===== src/rtl/game_pkg.sv =====
// Shared definitions between the move front-end and gameController:
// direction codes, the idle direction value and the scheduler state encoding.
package game_pkg;

    localparam logic [2:0] UP       = 3'd0;
    localparam logic [2:0] RIGHT    = 3'd1;
    localparam logic [2:0] DOWN     = 3'd2;
    localparam logic [2:0] LEFT     = 3'd3;
    localparam logic [2:0] DIR_NONE = 3'd4;

    typedef enum logic [1:0] {
        IDLE,
        ISSUE,
        WAIT
    } sched_state_t;

    // Index of the lowest set bit; callers guarantee at least one bit is set.
    function automatic logic [1:0] lowest_set(input logic [3:0] v);
        logic [1:0] idx;
        idx = 2'd0;
        for (int i = 3; i >= 0; i--) begin
            if (v[i]) idx = 2'(i);
        end
        return idx;
    endfunction

endpackage


===== src/rtl/button_debouncer.sv =====
// Two-flop synchronizer, stability counter and one-cycle rising-edge pulse for
// a single raw button. The debounced level resets to 0.
module button_debouncer #(
    parameter int unsigned DEBOUNCE_CYCLES = 16
) (
    input  logic clk,
    input  logic rst_n,
    input  logic raw,
    output logic press
);

    localparam int unsigned CW = $clog2(DEBOUNCE_CYCLES + 1);

    logic          sync1;
    logic          sync2;
    logic          level;
    logic [CW-1:0] cnt;

    always_ff @(posedge clk or negedge rst_n) begin
        if (!rst_n) begin
            sync1 <= 1'b0;
            sync2 <= 1'b0;
            level <= 1'b0;
            cnt   <= '0;
            press <= 1'b0;
        end else begin
            sync1 <= raw;
            sync2 <= sync1;
            press <= 1'b0;
            if (sync2 == level) begin
                cnt <= '0;
            end else if (cnt == CW'(DEBOUNCE_CYCLES - 1)) begin
                // This is the DEBOUNCE_CYCLES-th consecutive differing sample.
                cnt   <= '0;
                level <= sync2;
                press <= sync2;
            end else begin
                cnt <= cnt + CW'(1);
            end
        end
    end

endmodule


===== src/rtl/move_scheduler.sv =====
// Debounces the direction and new-game buttons, queues moves in a small FIFO
// and issues them to gameController spaced by the board update window.
module move_scheduler
    import game_pkg::*;
#(
    parameter int unsigned MOVE_CYCLES     = 42,
    parameter int unsigned DEBOUNCE_CYCLES = 16,
    parameter int unsigned FIFO_DEPTH      = 4
) (
    input  logic                          clk,
    input  logic                          rst_n,
    input  logic [3:0]                    btn,
    input  logic                          btn_new,
    output logic [2:0]                    dir,
    output logic                          game_rst,
    output logic                          busy,
    output logic [$clog2(FIFO_DEPTH):0]   pending,
    output logic                          drop
);

    localparam int unsigned PW = $clog2(FIFO_DEPTH);
    localparam int unsigned CNTW = PW + 1;

    logic [3:0]    dir_press;
    logic          new_press;

    for (genvar i = 0; i < 4; i++) begin : g_dir_btn
        button_debouncer #(
            .DEBOUNCE_CYCLES(DEBOUNCE_CYCLES)
        ) u_deb (
            .clk  (clk),
            .rst_n(rst_n),
            .raw  (btn[i]),
            .press(dir_press[i])
        );
    end

    button_debouncer #(
        .DEBOUNCE_CYCLES(DEBOUNCE_CYCLES)
    ) u_deb_new (
        .clk  (clk),
        .rst_n(rst_n),
        .raw  (btn_new),
        .press(new_press)
    );

    logic [1:0]      mem [FIFO_DEPTH];
    logic [PW-1:0]   wr_ptr;
    logic [PW-1:0]   rd_ptr;
    logic [CNTW-1:0] count;

    sched_state_t    state;
    logic [7:0]      wait_cnt;

    logic            any_press;
    logic            multi_press;
    logic [1:0]      win_code;
    logic            full;
    logic            pop;
    logic            push;

    always_comb begin
        any_press   = |dir_press;
        multi_press = (dir_press & (dir_press - 4'd1)) != 4'd0;
        win_code    = lowest_set(dir_press);
        full        = count == CNTW'(FIFO_DEPTH);
        // A new-game event takes priority: no pop, and presses vanish silently.
        pop         = (state == IDLE) && (count != '0) && !new_press;
        push        = any_press && !new_press && (!full || pop);
        drop        = any_press && !new_press && (multi_press || (full && !pop));
        busy        = (state != IDLE) || (count != '0);
        pending     = count;
    end

    always_ff @(posedge clk) begin
        if (push) mem[wr_ptr] <= win_code;
    end

    always_ff @(posedge clk or negedge rst_n) begin
        if (!rst_n) begin
            wr_ptr <= '0;
            rd_ptr <= '0;
            count  <= '0;
        end else if (new_press) begin
            wr_ptr <= '0;
            rd_ptr <= '0;
            count  <= '0;
        end else begin
            if (push) wr_ptr <= wr_ptr + PW'(1);
            if (pop)  rd_ptr <= rd_ptr + PW'(1);
            case ({push, pop})
                2'b10:   count <= count + CNTW'(1);
                2'b01:   count <= count - CNTW'(1);
                default: count <= count;
            endcase
        end
    end

    always_ff @(posedge clk or negedge rst_n) begin
        if (!rst_n) begin
            state    <= IDLE;
            wait_cnt <= '0;
            dir      <= DIR_NONE;
            game_rst <= 1'b0;
        end else begin
            game_rst <= new_press;
            dir      <= DIR_NONE;
            if (new_press) begin
                state    <= IDLE;
                wait_cnt <= '0;
            end else begin
                case (state)
                    IDLE: begin
                        if (pop) begin
                            dir   <= {1'b0, mem[rd_ptr]};
                            state <= ISSUE;
                        end
                    end
                    ISSUE: begin
                        wait_cnt <= 8'(MOVE_CYCLES - 1);
                        state    <= WAIT;
                    end
                    WAIT: begin
                        // Leaving on the decrement to zero keeps ISSUE-to-ISSUE at MOVE_CYCLES+1.
                        wait_cnt <= wait_cnt - 8'd1;
                        if (wait_cnt == 8'd1) state <= IDLE;
                    end
                    default: state <= IDLE;
                endcase
            end
        end
    end

endmodule


===== config.mk =====
export PLATFORM = sky130hd
export DESIGN_NAME = move_scheduler
export DESIGN_NICKNAME = d
export VERILOG_FILES = /design/src/rtl/game_pkg.sv /design/src/rtl/button_debouncer.sv /design/src/rtl/move_scheduler.sv
export SDC_FILE = /design/constraint.sdc
export NUM_CORES = 1
export LEC_CHECK = 0
export CAP_MARGIN = 25
export CORE_MARGIN = 2
export CORE_UTILIZATION = 47
export CTS_BUF_LIST = sky130_fd_sc_hd__clkbuf_8
export DETAILED_ROUTE_END_ITERATION = 10
export GPL_TIMING_DRIVEN = 1
export PLACE_DENSITY = 0.7
export SLEW_MARGIN = 0
export SYNTH_ARGS = -nofsm -noshare
export SYNTH_HDL_FRONTEND = slang
export SYNTH_SLANG_ARGS = --single-unit

===== constraint.sdc =====
create_clock -name clk -period 4.8 [get_ports clk]
set_clock_uncertainty 0.05 [all_clocks]
set_input_delay 0.72 -clock clk [delete_from_list [all_inputs] [get_ports clk]]
set_output_delay 0.72 -clock clk [all_outputs]
set_load 0.005 [all_outputs]

==> run summary, run 1 <==
CTS sink cnt: 74
RSZ-0062 raised after global routing: no
Crit share post-route: 65.61%
Total power draw: 1.606 mW
Critical path's largest stage delay: 0.55 ns
Clock Latency Late Sink: 0.34 ns
Residual DRC: 0
Post-synth design cell area: 3271 sq um
# nets final: 327
Die Y: 87.42 um
Site row count: 30
Clk pwr share: 25.5%
Switching Share: 32.06%
Hold WC Path Type: register to register
Final Slew Violations: 0
Total track usage: 15.36%
Req. time, crit path: 4.03 ns
Synth area leaders: dfrtp_1, edfxtp_1, ha_1
Placed insts: 374
Total congestion overflow: 0
Synthesized flop and latch total: 74
Vias: 2,039
TritonCTS clock tree: done
1st-pass router iterations: 4
P_int: 1.091 mW
Fillers: 589
Clock Tree Buf Depth: 2
Final setup vio count: 0
Worst Path Buf+Inv: 3
Mean Syn Cell Area: 11.60 sq um
Crit path kind: register to output port
Sequential power share: 48.0%
Clock root buffer: clkbuf_8
Seq/Total Area, Yosys: 57.88%
Post-synth top area share: 49.73%
CP Max Fanout: 8
Sw Pwr: 0.5150 mW
Post-synth cell types: 47
CTS buffer count: 9
Most common cell in the netlist: dfrtp_1
Crit path capture type: output port
Most frequent CP cell: inv_1
Wirelength per Cell: 13.10 um
Setup total negative slack: 0 ns
Synthesis-to-layout area growth: 12.05%
CTS H-tree depth: 3
Logic gate share of total power: 26.5%
Cts repair resizes: 0
Worst-Margin Slew: 0.8634 ns
Area leader, netlist: dfrtp_1
I/O pin count: 16
Antenna violations before repair: 0
Status: finished clean
Post-route ant nets: 0
Max-capacitance violation count: 0
Worst slew margin: 42.44%
Clk pin slew, worst setup/hold paths: 0.07 ns
Pin count of the biggest net entering global routing: 39
Setup bufs post-CTS: 0
Most used DFF post-synth: dfrtp_1
Core area: 6756 sq um
Multi-input gate area: 1291 sq um
Final non-filler cell total: 390
Maximum clock frequency: 0.3175 GHz
Drt via density: 5.228
Cells after Synth: 282
Peak supply drop: 0.0002061 V
RePlAce Congestion: 0.8353
Ant. Diodes: 0
Crit path DAT: 2.38 ns
Post-synth EDFFs: 8
Slowest cell on crit path: clkdlybuf4s50_1
Crit-path cells: inv_1 > ha_1 > nor4b_2 > inv_1 > a211oi_1 > clkdlybuf4s50_1
Initial DRC Count: 102
Layout cells sized above 1: 9.677%
Syn. warnings: 0
DRT Wirelength: 5.109 mm
Vias in the first global route: 1,989
Critical Path Start Type: register
First-pass GRT wire length: 8.935 mm
Ys async rst share: 89.19%
Static leakage: 1.725 nW
Minimum clock period after layout: 3.149 ns
Register area: 1893 sq um
Starting Density: 48.41%
Port Buffers: 15
PD cells: 438.3 nW/um^2
CTS Hold Buffers Added: 0
CP delay by family, top: buffers and inverters
Die area: 7642 sq um
Syn nets: 304
Die width: 87.42 um
Post-DP HPWL: 3.596 mm
Post-synth top cells: dfrtp_1, nor2_1, inv_1
Final hold violation count: 0
power by group through the flow:
stage	clock network, mW	registers, mW	logic [mW]
2_1_floorplan	0	0.765	0.307
3_3_place_gp	0	0.780	0.417
3_5_place_dp	0	0.783	0.425
4_1_cts	0.420	0.771	0.427
5_1_grt	0.451	0.785	0.477
6_report	0.409	0.772	0.425
cell type report:
type,count,area share (%)
clock inverters,6,0.7170
clock buffers,10,3.756
well taps,80,2.731
multi-input cells,187,35.23
repair buffers,16,4.165
inverters,17,1.741
flip-flops and latches,74,51.66
worst reg2reg max path, cell delays in order, from the launching register on:
cell and delay, ns:
dfrtp_1 0.77, inv_1 0.28, nand2_1 0.17, nor2_1 0.07, fa_1 0.42, nor3b_1 0.23, o21ai_1 0.09, a31oi_1 0.19
kinds of logic after synthesis:
| logic type | after synthesis | synth area share, % |
|---|---|---|
| compound gates | 45 | 8.493 |
| flops | 74 | 57.88 |
| mux | 8 | 3.405 |
| fa+ha+maj | 15 | 5.968 |
| xor+xnor | 18 | 4.820 |
| simple gates | 101 | 16.79 |
| buf+inv | 21 | 2.640 |
worst paths after layout:
| check | from | end | slack, ns | depth (start not counted) |
|---|---|---|---|---|
| max in group asynchronous | rst_n | g_dir_btn[0].u_deb.cnt[1] | 3.39 | 2 |
| worst max register to register | u_deb_new.press | pending[2] | 2.45 | 7 |
| min in group asynchronous | rst_n | g_dir_btn[2].u_deb.cnt[1] | 0.43 | 1 |
| worst min register to register | g_dir_btn[3].u_deb.sync1 | g_dir_btn[3].u_deb.sync2 | 0.30 | 0 |
| worst min-delay path | g_dir_btn[3].u_deb.sync1 | g_dir_btn[3].u_deb.sync2 | 0.30 | 0 |
| worst max-delay path | state[1] | drop | 1.65 | 6 |
registers in the layout (all words and copies together) (netlist names), 3 cells and up:
name                   count
g_dir_btn.u_deb.cnt       20
g_dir_btn.u_deb.press      4
wait_cnt                   8
g_dir_btn.u_deb.sync1      4
mem                        8
g_dir_btn.u_deb.sync2      4
g_dir_btn.u_deb.level      4
u_deb_new.cnt              5
dir                        3
pending                    3
stage by stage:
step	util (%)	setup WS (ns)	hold WS, ns	cell area, sq um
2_1_floorplan	-	2.655	0.2812	3271
3_3_place_gp	51.81	2.042	0.2814	3501
3_5_place_dp	51.81	2.022	0.2855	3501
4_1_cts	54.24	1.641	0.3009	3665
5_1_grt	54.24	1.529	0.3098	3665
6_report	54.24	1.651	0.2986	3665
per-layer routing:
metal	global-route usage, %	routed length, um	up-vias
li1	-	-	1025
met1	19.89	2455	976
met2	24.17	2392	28
met3	4.265	163	10
met4	6.713	97	0
met5	0	0	-
placed cells by master, fill, tap and decap left out, types with 3 or more instances in the layout:
| cell type | netlist | layout |
|---|---|---|
| inv_1 | 17 | 20 |
| nor3_1 | 5 | 5 |
| and3_1 | 7 | 7 |
| xor2_1 | 16 | 16 |
| a21oi_1 | 11 | 11 |
| clkbuf_8 | 0 | 10 |
| edfxtp_1 | 8 | 8 |
| ha_1 | 14 | 14 |
| clkinv_2 | 0 | 3 |
| o21ai_0 | 12 | 12 |
| nor4b_1 | 5 | 5 |
| o21ai_1 | 4 | 4 |
| nand3_1 | 13 | 13 |
| and2_1 | 10 | 10 |
| mux2_2 | 5 | 5 |
| clkdlybuf4s50_1 | 0 | 14 |
| nor2_1 | 35 | 35 |
| dfrtp_1 | 65 | 65 |
| or3_1 | 3 | 3 |
| nand2_1 | 12 | 12 |
(Power assumes the default switching activity.)
==> inputs of run 2 (changes only) <==
Clock period 4.8 ns to 3.1 ns, I/O delays scaled along.
==> run 2 against run 1 <==
Clock power increased by 73%. Non-clock buffer count increased by 3. Global-route usage increased by 0.53 points. Power increased by 61%. Critical endpoint unchanged. Wire length increased by 1.5%. Combinational power increased by 57%. First-iteration DRC count increased by 14%. Die area unchanged. Worst setup slack got worse by 1.5 ns. Critical path depth unchanged. Cell count increased by 0.77%. Register-to-register slack got worse by 1.6 ns.
==> run summary, run 2 (synthesis gave the netlist of run 1 again) <==
Clock Latency Late Sink: 0.34 ns
Commonest non-fill, non-tap cell in the layout: dfrtp_1
Crit path capture type: output port
Pin count of the biggest net entering global routing: 33
CP Max Fanout: 8
Die width: 87.42 um
Hold WC Path Type: register to register
Initial DRC Count: 116
Setup total negative slack: 0 ns
Clock root buffer: clkbuf_8
Vias in the first global route: 2,002
# nets final: 330
Most frequent cells in the layout: dfrtp_1, nor2_1, inv_1
Placed insts: 376
Clock Tree Buf Depth: 2
Worst-Margin Slew: 0.5039 ns
Total track usage: 15.89%
Top flop regs: g_dir_btn.u_deb.cnt: 20 flops, mem: 8 flops, wait_cnt: 8 flops
Antenna violations before repair: 0
Core area: 6756 sq um
1st-pass router iterations: 4
Ant. Diodes: 0
Die area: 7642 sq um
Wirelength per Cell: 13.19 um
Setup bufs post-CTS: 0
Synthesis-to-layout area growth: 13.73%
Worst slew margin: 66.15%
Layout cells sized above 1: 10.86%
PD cells: 693.6 nW/um^2
Drt via density: 5.237
Crit share post-route: 94.12%
CTS H-tree depth: 3
DRT Wirelength: 5.184 mm
CTS buffer count: 9
RePlAce Congestion: 0.8215
Status: finished clean
Site row count: 30
First-pass GRT wire length: 9.287 mm
Residual DRC: 0
Static leakage: 1.744 nW
Final setup vio count: 0
CTS sink cnt: 74
Max reg flops: 20
Maximum clock frequency: 0.3427 GHz
Max-capacitance violation count: 0
Peak supply drop: 0.0003047 V
Post-DP HPWL: 3.715 mm
Final hold violation count: 0
Clk pin slew, worst setup/hold paths: 0.07 ns
RSZ-0062 raised after global routing: no
Vias: 2,058
Crit path DAT: 2.40 ns
I/O pin count: 16
Minimum clock period after layout: 2.918 ns
Req. time, crit path: 2.58 ns
Starting Density: 48.41%
Port Buffers: 15
Final non-filler cell total: 393
Post-route ant nets: 0
Critical Path Start Type: register
Final Slew Violations: 0
TritonCTS clock tree: done
Total congestion overflow: 0
Crit path kind: register to output port
Most flops, register: g_dir_btn.u_deb.cnt
Die Y: 87.42 um
run 2: path summary, 6_finish.rpt:
check | slack [ns] | cells past startpoint | from | endpoint
max | 0.18 | 6 | state[1] | drop
min | 0.30 | 0 | g_dir_btn[2].u_deb.sync1 | g_dir_btn[2].u_deb.sync2
max reg2reg | 0.85 | 10 | state[0] | pending[2]
min reg2reg | 0.30 | 0 | g_dir_btn[2].u_deb.sync1 | g_dir_btn[2].u_deb.sync2
max in group asynchronous | 1.83 | 3 | rst_n | u_deb_new.level
min in group asynchronous | 0.48 | 2 | rst_n | dir[0]
run 2: per-stage QoR:
step | setup slack, ns | hold slack, ns | utilization [%] | cell area (sq um) | power [mW]
after floorplan | 1.100 | 0.1194 | - | 3271 | 1.659
after global placement | 0.5428 | 0.2824 | 52.04 | 3516 | 1.853
after detailed placement | 0.5026 | 0.2847 | 52.04 | 3516 | 1.882
after CTS | 0.1086 | 0.3018 | 54.93 | 3711 | 2.593
after global routing | 0.02832 | 0.3078 | 55.06 | 3720 | 2.756
final | 0.1823 | 0.3028 | 55.06 | 3720 | 2.580
run 2: critical path, stage by stage (launching register included):
cell	delay (ns)
dfrtp_1	0.38
inv_1	0.07
ha_1	0.29
nor4b_4	0.39
inv_1	0.10
a211oi_1	0.27
clkdlybuf4s50_1	0.55
run 2: timing repair:
| action | 4_1_cts | 5_1_grt |
|---|---|---|
| hold endpoints to repair | 10 | 0 |
| hold buffers | 1 | 0 |
| resized for setup | 0 | 1 |
| setup endpoints to repair | 0 | 1 |
run 2: per-layer routing:
layer | part of all wire (%) | up-vias | wire length (um) | GRT usage (%)
met4 | 1.1 | 0 | 56 | 5.594
met2 | 47 | 34 | 2430 | 24.10
met1 | 48 | 986 | 2487 | 21.55
li1 | - | 1031 | - | -
met5 | 0 | - | 0 | 0
met3 | 4.0 | 7 | 209 | 5.118
run 2: final cells by class:
| type | count | area (sq um) |
|---|---|---|
| well taps | 80 | 100.1 |
| inverters | 17 | 63.81 |
| repair buffers | 19 | 177.7 |
| multi-input cells | 187 | 1300 |
| fillers | 585 | 3037 |
| clock inverters | 7 | 61.31 |
| clock buffers | 9 | 123.9 |
| flip-flops and latches | 74 | 1893 |
run 2: report_power, final:
part | internal, mW | total, mW | switching, mW | leakage (nW)
registers | 1.08 | 1.20 | 0.122 | 0.946
logic | 0.316 | 0.669 | 0.353 | 0.698
clock network | 0.363 | 0.708 | 0.345 | 0.100
